==> src/rtl/gray_stream_arbiter_pkg.sv <==
// Shared types and widths for the two-source grayscale stream arbiter.
package gray_stream_arbiter_pkg;

    typedef enum logic [1:0] {
        ST_IDLE   = 2'd0,
        ST_SERVE0 = 2'd1,
        ST_SERVE1 = 2'd2
    } arb_state_e;

    localparam int RGB_W   = 24;
    localparam int GRAY_W  = 8;
    localparam int NUM_SRC = 2;

    function automatic arb_state_e serve_state(input logic sid);
        return sid ? ST_SERVE1 : ST_SERVE0;
    endfunction

endpackage

==> src/rtl/gray_stream_arbiter_rr_burst_fsm.sv <==
// Burst round-robin grant FSM for two sources: BURST reads per grant, work-conserving,
// holds the grant under output back-pressure.
module rr_burst_fsm
    import gray_stream_arbiter_pkg::*;
#(
    parameter int BURST = 64
) (
    input  logic       clock,
    input  logic       reset,
    input  logic [1:0] req,
    input  logic       rd,
    input  logic       bp,
    output logic       gnt_vld,
    output logic       gnt_sid
);

    localparam int CW = $clog2(BURST) + 1;
    localparam logic [CW-1:0] LAST = CW'(BURST - 1);

    arb_state_e    state_q, state_d;
    logic [CW-1:0] cnt_q, cnt_d;
    logic          last_q, last_d;
    logic          cur, oth;

    assign cur = (state_q == ST_SERVE1);
    assign oth = ~cur;

    always_comb begin
        state_d = state_q;
        cnt_d   = cnt_q;
        last_d  = last_q;
        case (state_q)
            ST_IDLE: begin
                cnt_d = '0;
                if (req[~last_q])
                    state_d = serve_state(~last_q);
                else if (req[last_q])
                    state_d = serve_state(last_q);
            end
            ST_SERVE0, ST_SERVE1: begin
                // back-pressure with work pending freezes both grant and count
                if (!(bp && req[cur])) begin
                    if (rd && cnt_q == LAST) begin
                        cnt_d = '0;
                        if (req[oth]) begin
                            state_d = serve_state(oth);
                            last_d  = cur;
                        end else if (!req[cur]) begin
                            state_d = ST_IDLE;
                            last_d  = cur;
                        end
                    end else if (rd) begin
                        cnt_d = cnt_q + CW'(1);
                    end else if (!req[cur]) begin
                        cnt_d   = '0;
                        last_d  = cur;
                        state_d = req[oth] ? serve_state(oth) : ST_IDLE;
                    end
                end
            end
            default: begin
                state_d = ST_IDLE;
                cnt_d   = '0;
            end
        endcase
    end

    always_ff @(posedge clock) begin
        if (reset) begin
            state_q <= ST_IDLE;
            cnt_q   <= '0;
            last_q  <= 1'b1;
        end else begin
            state_q <= state_d;
            cnt_q   <= cnt_d;
            last_q  <= last_d;
        end
    end

    assign gnt_vld = (state_q != ST_IDLE);
    assign gnt_sid = (state_q == ST_SERVE1);

endmodule

==> src/rtl/gray_stream_arbiter.sv <==
// Shares one grayscale stage between two pixel streams: muxes the input FIFO read side
// to the stage and demuxes its one-cycle-later results to the matching output FIFO.
module gray_stream_arbiter
    import gray_stream_arbiter_pkg::*;
#(
    parameter int DWIDTH_IN  = RGB_W,
    parameter int DWIDTH_OUT = GRAY_W,
    parameter int BURST      = 64
) (
    input  logic                  clock,
    input  logic                  reset,
    output logic                  in0_rd_en,
    input  logic [DWIDTH_IN-1:0]  in0_dout,
    input  logic                  in0_empty,
    output logic                  in1_rd_en,
    input  logic [DWIDTH_IN-1:0]  in1_dout,
    input  logic                  in1_empty,
    input  logic                  gs_rd_en,
    output logic [DWIDTH_IN-1:0]  gs_dout,
    output logic                  gs_empty,
    input  logic                  gs_wr_en,
    input  logic [DWIDTH_OUT-1:0] gs_din,
    output logic                  gs_full,
    output logic                  out0_wr_en,
    output logic [DWIDTH_OUT-1:0] out0_din,
    input  logic                  out0_full,
    output logic                  out1_wr_en,
    output logic [DWIDTH_OUT-1:0] out1_din,
    input  logic                  out1_full,
    output logic                  gnt_sid,
    output logic                  gnt_vld
);

    logic [NUM_SRC-1:0]                in_empty, out_full, in_rd, out_wr;
    logic [NUM_SRC-1:0][DWIDTH_IN-1:0] in_dout;
    logic                              sid_d;

    assign in_empty = {in1_empty, in0_empty};
    assign out_full = {out1_full, out0_full};
    assign in_dout  = {in1_dout, in0_dout};

    rr_burst_fsm #(.BURST(BURST)) u_fsm (
        .clock   (clock),
        .reset   (reset),
        .req     (~in_empty),
        .rd      (gs_rd_en & gnt_vld),
        .bp      (gs_full),
        .gnt_vld (gnt_vld),
        .gnt_sid (gnt_sid)
    );

    always_comb begin
        gs_dout  = '0;
        gs_empty = 1'b1;
        gs_full  = 1'b0;
        if (gnt_vld) begin
            gs_dout  = in_dout[gnt_sid];
            gs_empty = in_empty[gnt_sid];
            gs_full  = out_full[gnt_sid];
        end
    end

    // results follow the source of the pixel read one cycle earlier, not the live grant
    always_ff @(posedge clock) begin
        if (reset)
            sid_d <= 1'b0;
        else if (gs_rd_en)
            sid_d <= gnt_sid;
    end

    for (genvar s = 0; s < NUM_SRC; s++) begin : g_src
        assign in_rd[s]  = gs_rd_en & gnt_vld & (gnt_sid == 1'(s)) & ~reset;
        assign out_wr[s] = gs_wr_en & (sid_d == 1'(s)) & ~reset;
    end

    assign in0_rd_en  = in_rd[0];
    assign in1_rd_en  = in_rd[1];
    assign out0_wr_en = out_wr[0];
    assign out1_wr_en = out_wr[1];
    assign out0_din   = gs_din;
    assign out1_din   = gs_din;

endmodule
==> config.mk <==
export PLATFORM = sky130hd
export DESIGN_NAME = gray_stream_arbiter
export DESIGN_NICKNAME = d
export VERILOG_FILES = /design/src/rtl/gray_stream_arbiter_pkg.sv /design/src/rtl/gray_stream_arbiter_rr_burst_fsm.sv /design/src/rtl/gray_stream_arbiter.sv
export SDC_FILE = /design/constraint.sdc
export NUM_CORES = 1
export LEC_CHECK = 0
export CORE_MARGIN = 10
export CORE_UTILIZATION = 32
export CTS_CLUSTER_SIZE = 14
export DETAILED_ROUTE_END_ITERATION = 8
export PLACE_DENSITY = 0.81
export RECOVER_POWER = 50
export SLEW_MARGIN = 15
export SYNTH_ARGS = -nofsm -noshare
export SYNTH_HDL_FRONTEND = slang
export SYNTH_SLANG_ARGS = --single-unit
export TNS_END_PERCENT = 10
==> constraint.sdc <==
create_clock -name clock -period 2.09 [get_ports clock]
set_input_delay 0.418 -clock clock [delete_from_list [all_inputs] [get_ports clock]]
set_output_delay 0.418 -clock clock [all_outputs]
set_load 0.01 [all_outputs]
==> qor.yml, run 1 <==
run_status:
  status: "complete, no violations"
placement:
  postPlaceCellArea_sq_um: 2230
  gp_congestion: 0.883
  dp_hpwl_microns: 3870
  io_buffers: 87
  place_ws_ns: -0.0779
  dp_cells: 303
yosys:
  yosysTopAreaCell: "mux2i_1"
  syn_area_sq_um: 1310
  ys_seq_area_share_pct: 16.8
  synth_edf_count: 0
  synth_area_per_cell_sq_um: 7.58
  synth_cells: 173
  synth_common_cells: "nor2_1 (29), mux2i_1 (28), buf_4 (16)"
  synth-seq-cells: 11
  yosysMostFrequentCell: "nor2_1"
  syn_nets: 241
  yosysUniqueCellTypes: 39
  yosysWarnings: 0
  ys_async_sr_fraction_pct: 0
  ys_top_cells_by_area: "mux2i_1 (21%), dfxtp_1 (17%), buf_4 (9.2%), nor2_1 (8.3%), ha_1 (3.8%)"
  synth-main-ff-cell: "dfxtp_1"
  synth_top_area_share_pct: 21.4
detailed_routing:
  drtIter0Drc: 103
  drt_first_pass_iters: 4
  post_drt_wl_per_cell_microns: 15.3
  drt_wl_total_microns: 4690
  dr_total_vias: 1491
  vias_per_cell: 4.86
  drc: 0
  antenna_left: 0
cts:
  postCtsHoldBufs: 0
  tritoncts: "done"
  clockRootBuffer: "clkbuf_8"
  worstSkewPairLatency_ns: 0.24
  clockBufferDepth: 2
  cts_htree_levels: 1
  cts_buffers: 3
  clkTransAtPathRegs_ns: 0.06
  cts_num_sinks: 11
floorplanning:
  initial_utilization_pct: 33.0
  rows: 23
  dieHeight_microns: 84.0
  dieWidth_microns: 84.0
  die_area_sq_um: 7060
  core_area_sq_um: 3970
  ios: 112
layout:
  n_fill_cell: 367
  area_delta_synth_final_pct: 73.3
  num-nets-final: 326
  layoutNonFillerInstCount: 307
  final_cell_area_sq_um: 2270
  num_antenna_cells: 0
  drive_gt1_share_pct: 13.6
timing:
  fmaxAchievable_ghz: 0.497
  slew_viol_final: 0
  worst_pin_slew_ns: 0.428
  setup_tns_ns: 0
  setup_viol: 0
  final-hold-violation-count: 0
  max-slew-margin-rel_pct: 71.2
  layout_setup_ws_ns: 0.0776
  rsz0062_at_grt: "no"
  finalCriticalPeriod_ns: 2.01
  worst_clock_skew_ns: 0.00789
  finalCritPeriodShare_pct: 96.3
power:
  vdd_drop_max_mv: 0.631
  power.leakage_uw: 0.000973
  power_density_nw_per_um2: 887
worst_setup_path:
  crit_buf_inv: 3
  required_ns: 1.67
  cp-end-kind: "output port"
  cpPeakStageDelay_ns: 0.33
  start_kind: "flop"
  critPathMaxFanout: 16
  crit_slowest_cell: "dfxtp_2"
  cp.arrival_ns: 1.59
  path_cells: "inv_2, ha_4, buf_12, mux2i_2, nor2_1, dlygate4sd2_1"
  cp_top_family: "buffers and inverters"
  critPathKind: "flop to output port"
min_path:
  hold_class: "flop to flop"
grt:
  antenna_found_initial: 0
  first_global_vias: 1585
  grt_pass1_wl_microns: 7680
  grt_overflow_total: 0
  grt_use_total_pct: 12.5
  grt_max_degree: 26
job:
  drv_cap: 0
[sequential cells by signal (all words and copies together) (netlist names)]
name and flops:
sid_d 1, u_fsm.cnt_q 7, u_fsm.last_q 1, u_fsm.state_q 2
[worst reg2reg max path: stages, from the launching register on]
cell	delay, ns
dfxtp_2	0.35
inv_2	0.06
ha_4	0.18
buf_6	0.14
mux2i_1	0.14
clkbuf_4	0.15
a21boi_2	0.20
or4b_1	0.56
a21oi_2	0.15
[stage by stage]
| step | utilization, % | power, uW | hold slack [ns] |
|---|---|---|---|
| global route | 57.2 | 2170 | 0.494 |
| floorplan | - | 1140 | 0.443 |
| CTS | 57.0 | 2030 | 0.472 |
| global placement | 56.2 | 1900 | 0.464 |
| finish | 57.2 | 2020 | 0.470 |
| detailed placement | 56.2 | 1920 | 0.464 |
[kinds of logic (layout without fill, tap and decap cells)]
family	count (synthesis)	count (layout)	share of synthesized area (%)
DFF	11	11	16.8
and+or+nand+nor	73	73	28.9
AOI/OAI and AO/OA	24	24	12.6
muxes	29	29	23.1
buffers and inverters	32	116	14.8
adders and majority gates	4	4	3.82
[power by group]
part / total, uW / internal [uW] / switching [uW]
Clock: 215 / 131 / 83.6
Combinational: 1520 / 760 / 763
Sequential: 277 / 244 / 32.8
Total: 2020 / 1140 / 880
[metal layers]
layer,vias to the layer above,share of wire [%],GRT usage (%)
met4,0,1.0,1.83
met1,666,40,13.5
met5,-,0,0
li1,757,-,-
met3,9,7.8,4.10
met2,59,51,23.3
[path summary, 6_finish.rpt]
| path | cells past startpoint | from | to | slack, ns |
|---|---|---|---|---|
| max | 6 | u_fsm.state_q[0]$_SDFFE_PP0P_ | gs_dout[11] | 0.08 |
| min reg2reg | 2 | u_fsm.cnt_q[1]$_SDFFE_PP0P_ | u_fsm.cnt_q[1]$_SDFFE_PP0P_ | 0.47 |
| min | 2 | u_fsm.cnt_q[1]$_SDFFE_PP0P_ | u_fsm.cnt_q[1]$_SDFFE_PP0P_ | 0.47 |
| max reg2reg | 8 | u_fsm.state_q[0]$_SDFFE_PP0P_ | u_fsm.cnt_q[2]$_SDFFE_PP0P_ | 0.11 |
[layout make-up]
cell class | instances | area, sq um | share of cell area [%]
timing repair buffer | 106 | 998 | 43.9
multi-input combinational | 130 | 920 | 40.5
sequential | 11 | 223 | 9.80
tap | 50 | 62.6 | 2.75
clock buffer | 3 | 41.3 | 1.82
inverter | 6 | 22.5 | 0.991
clock inverter | 1 | 5.00 | 0.220
[what timing repair did]
action | in CTS | in global routing
setup buffers | 0 | 0
cloned | 0 | 0
endpoints found under the hold margin | 0 | 0
endpoints found under the setup margin | 32 | 23
resized for setup | 37 | 5
[layout by cell type (no fill, tap or decap), types with 2 or more instances in the layout]
cell              n
nand4_1           3
buf_6             3
or4b_1            2
ha_1              2
clkbuf_8          3
nand2_1          10
nand2b_1          8
buf_4            14
nor2_1           29
nor3b_1           3
clkdlybuf4s50_1  54
dlygate4sd3_1     2
o311ai_0          2
a21oi_1           7
inv_1             5
o21ai_0           5
dfxtp_2           2
nand3_1           3
o211ai_1          2
mux2i_1          27
and3_1            4
dfxtp_1           9
dlygate4sd2_1    31
Note: power is estimated with default switching activity, not from simulation.
==> run 2: changes to the inputs <==
--- a/config.mk
+++ b/config.mk
@@ -5,10 +5,12 @@
 export SDC_FILE = /design/constraint.sdc
 export NUM_CORES = 1
 export LEC_CHECK = 0
+export ABC_AREA = 0
 export CORE_MARGIN = 10
 export CORE_UTILIZATION = 32
 export CTS_CLUSTER_SIZE = 14
 export DETAILED_ROUTE_END_ITERATION = 8
+export HOLD_SLACK_MARGIN = 0.03
 export PLACE_DENSITY = 0.81
 export RECOVER_POWER = 50
 export SLEW_MARGIN = 15
==> results of run 2 <==
Same layout as run 1: the final DEF is identical, and so are final timing and power.
